===== src/rtl/id_entry_arbiter.sv =====
// Two-port entry arbiter: injector has fixed priority over fetch, subject to a fetch starvation
// guard and injector burst locking. Optional perf counters are enabled by ID_ARB_PERF_EN.
module id_entry_arbiter #(
    parameter int unsigned ENTRY_W      = 64,
    parameter int unsigned STARVE_LIMIT = 4,
    parameter int unsigned CNT_W        = 32
) (
    input  logic               clk_i,
    input  logic               rst_i,
    input  logic               flush_i,
    input  logic [ENTRY_W-1:0] fetch_data_i,
    input  logic               fetch_valid_i,
    output logic               fetch_ready_o,
    input  logic [ENTRY_W-1:0] inj_data_i,
    input  logic               inj_valid_i,
    input  logic               inj_last_i,
    output logic               inj_ready_o,
    output logic [ENTRY_W-1:0] out_data_o,
    output logic               out_valid_o,
    output logic               out_src_o,
    input  logic               out_ready_i
`ifdef ID_ARB_PERF_EN
    ,
    output logic [CNT_W-1:0]   perf_fetch_cnt_o,
    output logic [CNT_W-1:0]   perf_inj_cnt_o
`endif
);

    localparam int unsigned SW = $clog2(STARVE_LIMIT + 1);

    typedef enum logic [0:0] {StIdle, StBurst} state_e;

    state_e             state_q, state_d;
    logic [SW-1:0]      starve_q, starve_d;
    logic               out_valid_q;
    logic [ENTRY_W-1:0] out_data_q;
    logic               out_src_q;

    logic space, can_acc, starved;
    logic grant_f, grant_i, f_acc, i_acc;

    assign space   = !out_valid_q || out_ready_i;
    // Readys are forced low while reset is held, since the reset is asynchronous.
    assign can_acc = space && !flush_i && !rst_i;
    assign starved = (starve_q == SW'(STARVE_LIMIT));

    always_ff @(posedge clk_i or posedge rst_i) begin
        if (rst_i) begin
            state_q  <= StIdle;
            starve_q <= '0;
        end else begin
            state_q  <= state_d;
            starve_q <= starve_d;
        end
    end

    always_comb begin
        state_d  = state_q;
        starve_d = starve_q;
        if (flush_i) begin
            state_d  = StIdle;
            starve_d = '0;
        end else begin
            if (i_acc) begin
                state_d = inj_last_i ? StIdle : StBurst;
            end
            if (state_q == StIdle) begin
                if (fetch_valid_i && !f_acc) begin
                    if (!starved) begin
                        starve_d = starve_q + 1'b1;
                    end
                end else begin
                    starve_d = '0;
                end
            end
        end
    end

    always_comb begin
        grant_f = 1'b0;
        grant_i = 1'b0;
        unique case (state_q)
            StIdle: begin
                grant_i = inj_valid_i && !(fetch_valid_i && starved);
                grant_f = fetch_valid_i && !grant_i;
            end
            StBurst: begin
                grant_i = inj_valid_i;
            end
            default: ;
        endcase
        fetch_ready_o = can_acc && grant_f;
        inj_ready_o   = can_acc && grant_i;
    end

    assign f_acc = fetch_ready_o;
    assign i_acc = inj_ready_o;

    always_ff @(posedge clk_i or posedge rst_i) begin
        if (rst_i) begin
            out_valid_q <= 1'b0;
            out_data_q  <= '0;
            out_src_q   <= 1'b0;
        end else if (flush_i) begin
            out_valid_q <= 1'b0;
        end else if (f_acc || i_acc) begin
            out_valid_q <= 1'b1;
            out_data_q  <= i_acc ? inj_data_i : fetch_data_i;
            out_src_q   <= i_acc;
        end else if (out_ready_i) begin
            out_valid_q <= 1'b0;
        end
    end

    assign out_valid_o = out_valid_q;
    assign out_data_o  = out_data_q;
    assign out_src_o   = out_src_q;

`ifdef ID_ARB_PERF_EN
    logic [CNT_W-1:0] perf_fetch_q, perf_inj_q;

    // Cleared by reset only; flush does not touch the counters.
    always_ff @(posedge clk_i or posedge rst_i) begin
        if (rst_i) begin
            perf_fetch_q <= '0;
            perf_inj_q   <= '0;
        end else begin
            if (f_acc) perf_fetch_q <= perf_fetch_q + 1'b1;
            if (i_acc) perf_inj_q   <= perf_inj_q + 1'b1;
        end
    end

    assign perf_fetch_cnt_o = perf_fetch_q;
    assign perf_inj_cnt_o   = perf_inj_q;
`else
    // Perf counters not built.
`endif

endmodule


===== config.mk =====
export PLATFORM = sky130hd
export DESIGN_NAME = id_entry_arbiter
export DESIGN_NICKNAME = d
export VERILOG_FILES = /design/src/rtl/id_entry_arbiter.sv
export SDC_FILE = /design/constraint.sdc
export NUM_CORES = 1
export LEC_CHECK = 0
export BUFFER_PORTS_ARGS = -buffer_cell sky130_fd_sc_hd__buf_2
export CAP_MARGIN = 20
export CELL_PAD_IN_SITES_DETAIL_PLACEMENT = 0
export CELL_PAD_IN_SITES_GLOBAL_PLACEMENT = 1
export CORE_MARGIN = 4
export CORE_UTILIZATION = 31
export DETAILED_ROUTE_END_ITERATION = 10
export HOLD_SLACK_MARGIN = 0.03
export PLACE_DENSITY_LB_ADDON = 0.15
export RECOVER_POWER = 50
export SLEW_MARGIN = 10
export SYNTH_ARGS = -nofsm -noshare
export SYNTH_HDL_FRONTEND = slang
export SYNTH_SLANG_ARGS = --single-unit

===== constraint.sdc =====
create_clock -name clk_i -period 2.2 [get_ports clk_i]
set_input_delay 0.11 -clock clk_i [delete_from_list [all_inputs] [get_ports clk_i]]
set_output_delay 0.11 -clock clk_i [all_outputs]
set_load 0.01 [all_outputs]

==> results of run 1 <==
==> cell usage after synthesis (all sizes together) <==
cell	number
dfrtp	70
o21ai	66
nand2	65
mux2i	64
buf	17
inv	5
clkbuf	4
ha	2
nand2b	2
nor2	2
nor2b	2
or3	2
a2111o	1
a211oi	1
a21o	1
a21oi	1
a221o	1
a22o	1
mux2	1
nor3	1
nor4b	1
o2111ai	1
o31ai	1
or3b	1
==> tightest hold or removal path: stages <==
cell	delay, ns
buf_2	0.07
mux2i_1	0.05
o21ai_1	0.10
==> cell type report <==
| class | instances | area, um^2 | area share |
|---|---|---|---|
| multi-input cells | 217 | 1405 | 0.3095 |
| clock inverters | 1 | 5.005 | 0.001103 |
| clock buffers | 13 | 168.9 | 0.03721 |
| well taps | 136 | 170.2 | 0.03749 |
| repair buffers | 210 | 1020 | 0.2246 |
| flip-flops and latches | 70 | 1752 | 0.3859 |
| inverters | 5 | 18.77 | 0.004135 |
==> final timing paths <==
path                                               to                  startpoint  slack, ns  cells after the start
setup reg to reg           out_data_o[17]$_DFFE_PP0P_         state_q$_DFFE_PP0P_       0.38                      5
max in group asynchronous  out_data_o[33]$_DFFE_PP0P_                       rst_i       0.42                      4
hold / removal             out_data_o[30]$_DFFE_PP0P_              inj_data_i[30]       0.05                      3
setup / recovery                          inj_ready_o     starve_q[0]$_DFFE_PP0P_       0.19                      7
min in group asynchronous       out_src_o$_DFFE_PP0P_                       rst_i       0.53                      3
hold reg to reg            out_data_o[36]$_DFFE_PP0P_  out_data_o[36]$_DFFE_PP0P_       0.48                      2
==> kinds of logic after synthesis <==
kind of cell | share of synthesized area
simple gates | 0.09612
buf+inv | 0.05164
flops | 0.5277
fa+ha+maj | 0.007537
compound gates | 0.1206
mux | 0.1964
==> state kept, by name, indices dropped and copies added (netlist names) <==
register / count
out_valid_o: 1
starve_q: 3
out_src_o: 1
state_q: 1
out_data_o: 64
==> per-stage QoR <==
| step | area, um^2 | hold slack [ns] | worst slack (ns) |
|---|---|---|---|
| 5_1_grt | 4539 | 0.03668 | 0.05057 |
| 2_1_floorplan | 3319 | 0.2082 | 0.3218 |
| 3_3_place_gp | 4432 | 0.2055 | 0.4402 |
| 4_1_cts | 4636 | 0.03238 | 0.1451 |
| 3_5_place_dp | 4432 | 0.1961 | 0.3726 |
| 6_report | 4539 | 0.04972 | 0.1904 |
==> layer usage <==
| metal | wire (um) | share of wire | vias to the layer above | GRT usage |
|---|---|---|---|---|
| met5 | 0 | 0 | - | 0 |
| met4 | 104 | 0.012 | 0 | 0.04136 |
| met3 | 920 | 0.10 | 10 | 0.06413 |
| met2 | 4001 | 0.45 | 135 | 0.2183 |
| met1 | 3942 | 0.44 | 1268 | 0.1844 |
| li1 | - | - | 1476 | - |
==> power by group <==
| group | switching (mW) | total (mW) | internal (mW) |
|---|---|---|---|
| registers | 0.123 | 1.65 | 1.53 |
| clock network | 0.432 | 0.920 | 0.489 |
| logic | 0.492 | 0.838 | 0.346 |
| total | 1.05 | 3.41 | 2.36 |
==> what timing repair did <==
item                       CTS  global route
hold endpoints to repair    22             0
resized for setup            0             0
hold buffers                 3             0
setup endpoints to repair    0             0
==> impl_results.md, run 1 <==
- Vias per cell: 4.431
- Fill count: 1096
- Setup TNS: 0 ns
- Tmin final: 2.010 ns
- Status: finished, final reports clean
- Slowest CP cell: dfrtp_1
- Layout net count: 650
- Share of the synthesized area in the top cell type: 0.5277
- Hold WC Path Type: input port to flop
- VDD IR max: 0.2890 mV
- # Max-Cap Violations: 0
- Initial antenna violation count: 0
- Postcts setup bufs: 0
- Commonest non-fill, non-tap cell in the layout: buf_2
- Finished Layout Cells: 652
- Crit-path max FO: 47
- Netlist cell types: 30
- Final core utilization: 0.4377
- First-pass GRT wire length: 14590 um
- Largest cells by area after synthesis: dfrtp_1, mux2i_1, nand2_1, o21ai_1, o21ai_0
- Post-DP HPWL: 6921 um
- Core ar.: 10370 um^2
- Vias in the first global route: 2978
- CTS max path bufs: 2
- # DRC: 0
- Die height: 111.5 um
- Fraction of the yosys area taken by sequential cells: 0.5277
- Synthesized cell area: 3319 um^2
- Slew Limit Fails: 0
- Worst-path clk slew: 0.07 ns
- Sink Count: 70
- Worst-skew pair later-pin latency: 0.33 ns
- # diodes: 0
- RSZ-0062 raised after global routing: no
- Ys Warns: 0
- Syn Inst Count: 313
- Post-Place Cells: 635
- DRT iter0 DRCs: 89
- Final setup violation count: 0
- Slew margin rel.: 0.4763
- Initial Utilization: 0.3201
- Total global-route track usage: 0.1432
- Root Driver: clkbuf_8
- Crit. End Element: primary output
- CTS tree: done
- Critical Path RT: 2.09 ns
- Cell family with most CP delay: buffers and inverters
- Mean area per synthesized cell: 10.61 um^2
- Ports: 203
- Rows: 37
- WP buf/inv: 3
- Flops & latches, synth: 70
- Final hold vios: 0
- CP max stage delay: 0.38 ns
- Via count of the routed design: 2889
- WL final: 8968 um
- Post-route clock period utilization: 0.9134
- P_leak: 2.343 nW
- Layout cells sized above 1: 0.3062
- F_max: 497.6 MHz
- Inserted Clock Buffers: 9
- Full die area: 12430 um^2
- GRT overflow: 0
- Chip Width: 111.5 um
- Antenna Nets Post-Route: 0
- Port bufs: 202
- H-tree depth: 3
- Drt wl/cell: 13.75 um
- WP data arrival: 1.90 ns
- Area Growth Syn to Fin: 36.75%
- Yosys top cell by area: dfrtp_1
- Post-Syn Nets: 450
- PnR Total Power: 3.408 mW
- First-pass DRT Iterations: 6
- Max Clock Skew: 0.01079 ns
- GPL Wtd Cong: 0.8156
- Slew @ Worst Pin: 0.7846 ns
- Power density cells: 750.7 nW/um^2
- Setup CP Type: flop to primary output
- Cell chain of the critical path: inv_1, ha_1, nand2_1, o21ai_4, buf_12, nor2_1, buf_2
- Commonest non-fill, non-tap cells in the layout: buf_2, dfrtp_1, clkbuf_1
- Worst setup SP type: flop
- Largest net degree at the start of global routing: 85
Note: power is estimated with default switching activity, not from simulation.
==> run 2, diff against run 1 <==
Settings changed: CTS_BUF_LIST set to sky130_fd_sc_hd__clkbuf_16.
==> run 2 against run 1 <==
Against the previous run: count of clock-buffer cells in the layout down 4; maximum frequency up 0.68%; via count down 0.24%; die area unchanged; critical path depth unchanged; cell count down 0.31%; hold slack better by 0.0090 ns; sequential power about the same; final area up 1.1%; largest cell class unchanged.
==> impl_results.md, run 2 (synthesized netlist as in run 1, its figures left out) <==
- CTS max path bufs: 2 (unchanged)
- Status: finished, final reports clean
- DRT iter0 DRCs: 83 (-6.7%)
- Slew margin rel.: 0.4756 (-0.0007660)
- Layout cells sized above 1: 0.3016 (-0.004645)
- Slowest CP cell: dfrtp_1
- Crit-path max FO: 47 (unchanged)
- Ports: 203 (unchanged)
- # diodes: 0 (unchanged)
- H-tree depth: 3 (unchanged)
- First-pass GRT wire length: 14570 um (about the same)
- Final setup violation count: 0 (unchanged)
- Post-route clock period utilization: 0.9073 (-0.006130)
- Critical Path RT: 2.09 ns (about the same)
- P_leak: 2.369 nW (+1.1%)
- VDD IR max: 0.2847 mV (-1.5%)
- Fill count: 1090 (-0.55%)
- GPL Wtd Cong: 0.8156 (unchanged)
- Cell chain of the critical path: inv_1, ha_1, nand2_1, o21ai_4, buf_12, nor2_1, buf_2
- Antenna Nets Post-Route: 0 (unchanged)
- Area Growth Syn to Fin: 38.30%
- Tmin final: 1.996 ns (-0.01349 ns)
- Worst setup SP type: flop
- Core ar.: 10370 um^2 (unchanged)
- Sink Count: 70 (unchanged)
- Drt wl/cell: 13.79 um (+0.26%)
- Total global-route track usage: 0.1432 (about the same)
- Chip Width: 111.5 um (unchanged)
- Rows: 37 (unchanged)
- F_max: 501.0 MHz (+0.68%)
- Hold WC Path Type: input port to flop
- CTS tree: done
- Worst-path clk slew: 0.05 ns (-0.02 ns)
- Setup CP Type: flop to primary output
- Worst-skew pair later-pin latency: 0.32 ns (about the same)
- CP max stage delay: 0.38 ns (about the same)
- Largest register FFs: 64 (unchanged)
- WP buf/inv: 3 (unchanged)
- Commonest non-fill, non-tap cell in the layout: buf_2
- Initial antenna violation count: 0 (unchanged)
- Slew @ Worst Pin: 0.7858 ns (+0.001148 ns)
- Initial Utilization: 0.3201 (unchanged)
- WL final: 8964 um (about the same)
- Root Driver: clkbuf_16
- RSZ-0062 raised after global routing: no
- Power density cells: 804.2 nW/um^2 (+7.1%)
- Via count of the routed design: 2882 (-0.24%)
- Slew Limit Fails: 0 (unchanged)
- Final hold vios: 0 (unchanged)
- Die height: 111.5 um (unchanged)
- Commonest non-fill, non-tap cells in the layout: buf_2, dfrtp_1, clkbuf_1
- PnR Total Power: 3.692 mW (+8.3%)
- Setup TNS: 0 ns (unchanged)
- Vias per cell: 4.434 (about the same)
- First-pass DRT Iterations: 6 (unchanged)
- WP data arrival: 1.89 ns (about the same)
- Port bufs: 202 (unchanged)
- # Max-Cap Violations: 0 (unchanged)
- # DRC: 0 (unchanged)
- Post-DP HPWL: 6921 um (unchanged)
- Largest net degree at the start of global routing: 85 (unchanged)
- Max Clock Skew: 0.008562 ns (-0.002223 ns)
- Layout net count: 648 (-0.31%)
- GRT overflow: 0 (unchanged)
- Inserted Clock Buffers: 9 (unchanged)
- Postcts setup bufs: 0 (unchanged)
- Full die area: 12430 um^2 (unchanged)
- Cell family with most CP delay: buffers and inverters
- Crit. End Element: primary output
- Vias in the first global route: 2966 (-0.40%)
==> run 2: cell count changes in the layout (fill, tap and decap cells not counted) <==
cell           change
clkbuf_1           -1
clkbuf_16          +9
clkbuf_8          -12
clkinv_1           +3
dlygate4sd3_1      -2
inv_1              +1
==> run 2: routing by layer <==
layer,global-route usage,wire length [um]
met1,0.1845,3939
met2,0.2183,3977
met3,0.06413,909
met4,0.04136,138
met5,0,0
==> run 2: power breakdown <==
part	leakage, nW	internal [mW]	total, mW	switching, mW
logic	1.37	0.343	0.835	0.491
clock network	0.125	0.730	1.20	0.474
registers	0.876	1.53	1.65	0.124
==> run 2: path summary, 6_finish.rpt <==
check                                           startpoint                          to  slack (ns)  cells past startpoint
worst max-delay path               starve_q[0]$_DFFE_PP0P_                 inj_ready_o        0.20                      7
worst min-delay path                        inj_data_i[58]  out_data_o[58]$_DFFE_PP0P_        0.06                      3
worst max register to register         state_q$_DFFE_PP0P_  out_data_o[17]$_DFFE_PP0P_        0.38                      5
worst min register to register  out_data_o[36]$_DFFE_PP0P_  out_data_o[36]$_DFFE_PP0P_        0.47                      2
max in group asynchronous                            rst_i  out_data_o[24]$_DFFE_PP0P_        0.41                      4
min in group asynchronous                            rst_i       out_src_o$_DFFE_PP0P_        0.55                      3
==> run 2: cell type report <==
cell class                      instances  area [um^2]  share of cell area
Sequential cell                        70         1752              0.3816
Multi-Input combinational cell        217         1405              0.3061
Timing Repair Buffer                  208        999.7              0.2178
Clock buffer                            9        225.2             0.04906
Tap cell                              136        170.2             0.03707
Clock inverter                          5        20.02            0.004361
Inverter                                5        18.77            0.004088
==> run 2: through the flow <==
| stage | util | cell area (um^2) | hold WS [ns] | worst slack [ns] | instances |
|---|---|---|---|---|---|
| after CTS | 0.4520 | 4687 | 0.04338 | 0.1691 | 650 |
| after detailed placement | 0.4274 | 4432 | 0.1961 | 0.3726 | 635 |
| after global routing | 0.4427 | 4591 | 0.05614 | 0.07920 | 650 |
| after global placement | 0.4274 | 4432 | 0.2055 | 0.4402 | 635 |
| final | 0.4427 | 4591 | 0.05875 | 0.2039 | 650 |
| after floorplan | - | 3319 | 0.2082 | 0.3218 | 313 |
==> run 2: worst reg2reg max path, cell delays in order (launching register included) <==
cell and delay (ns):
dfrtp_1 0.38, nand2b_4 0.17, a2111o_2 0.48, buf_4 0.35, nand2_1 0.20, o21ai_0 0.09
==> run 2: timing repair <==
action,CTS,global route
hold endpoints to repair,20,0
hold buffers,1,0
resized for setup,0,0
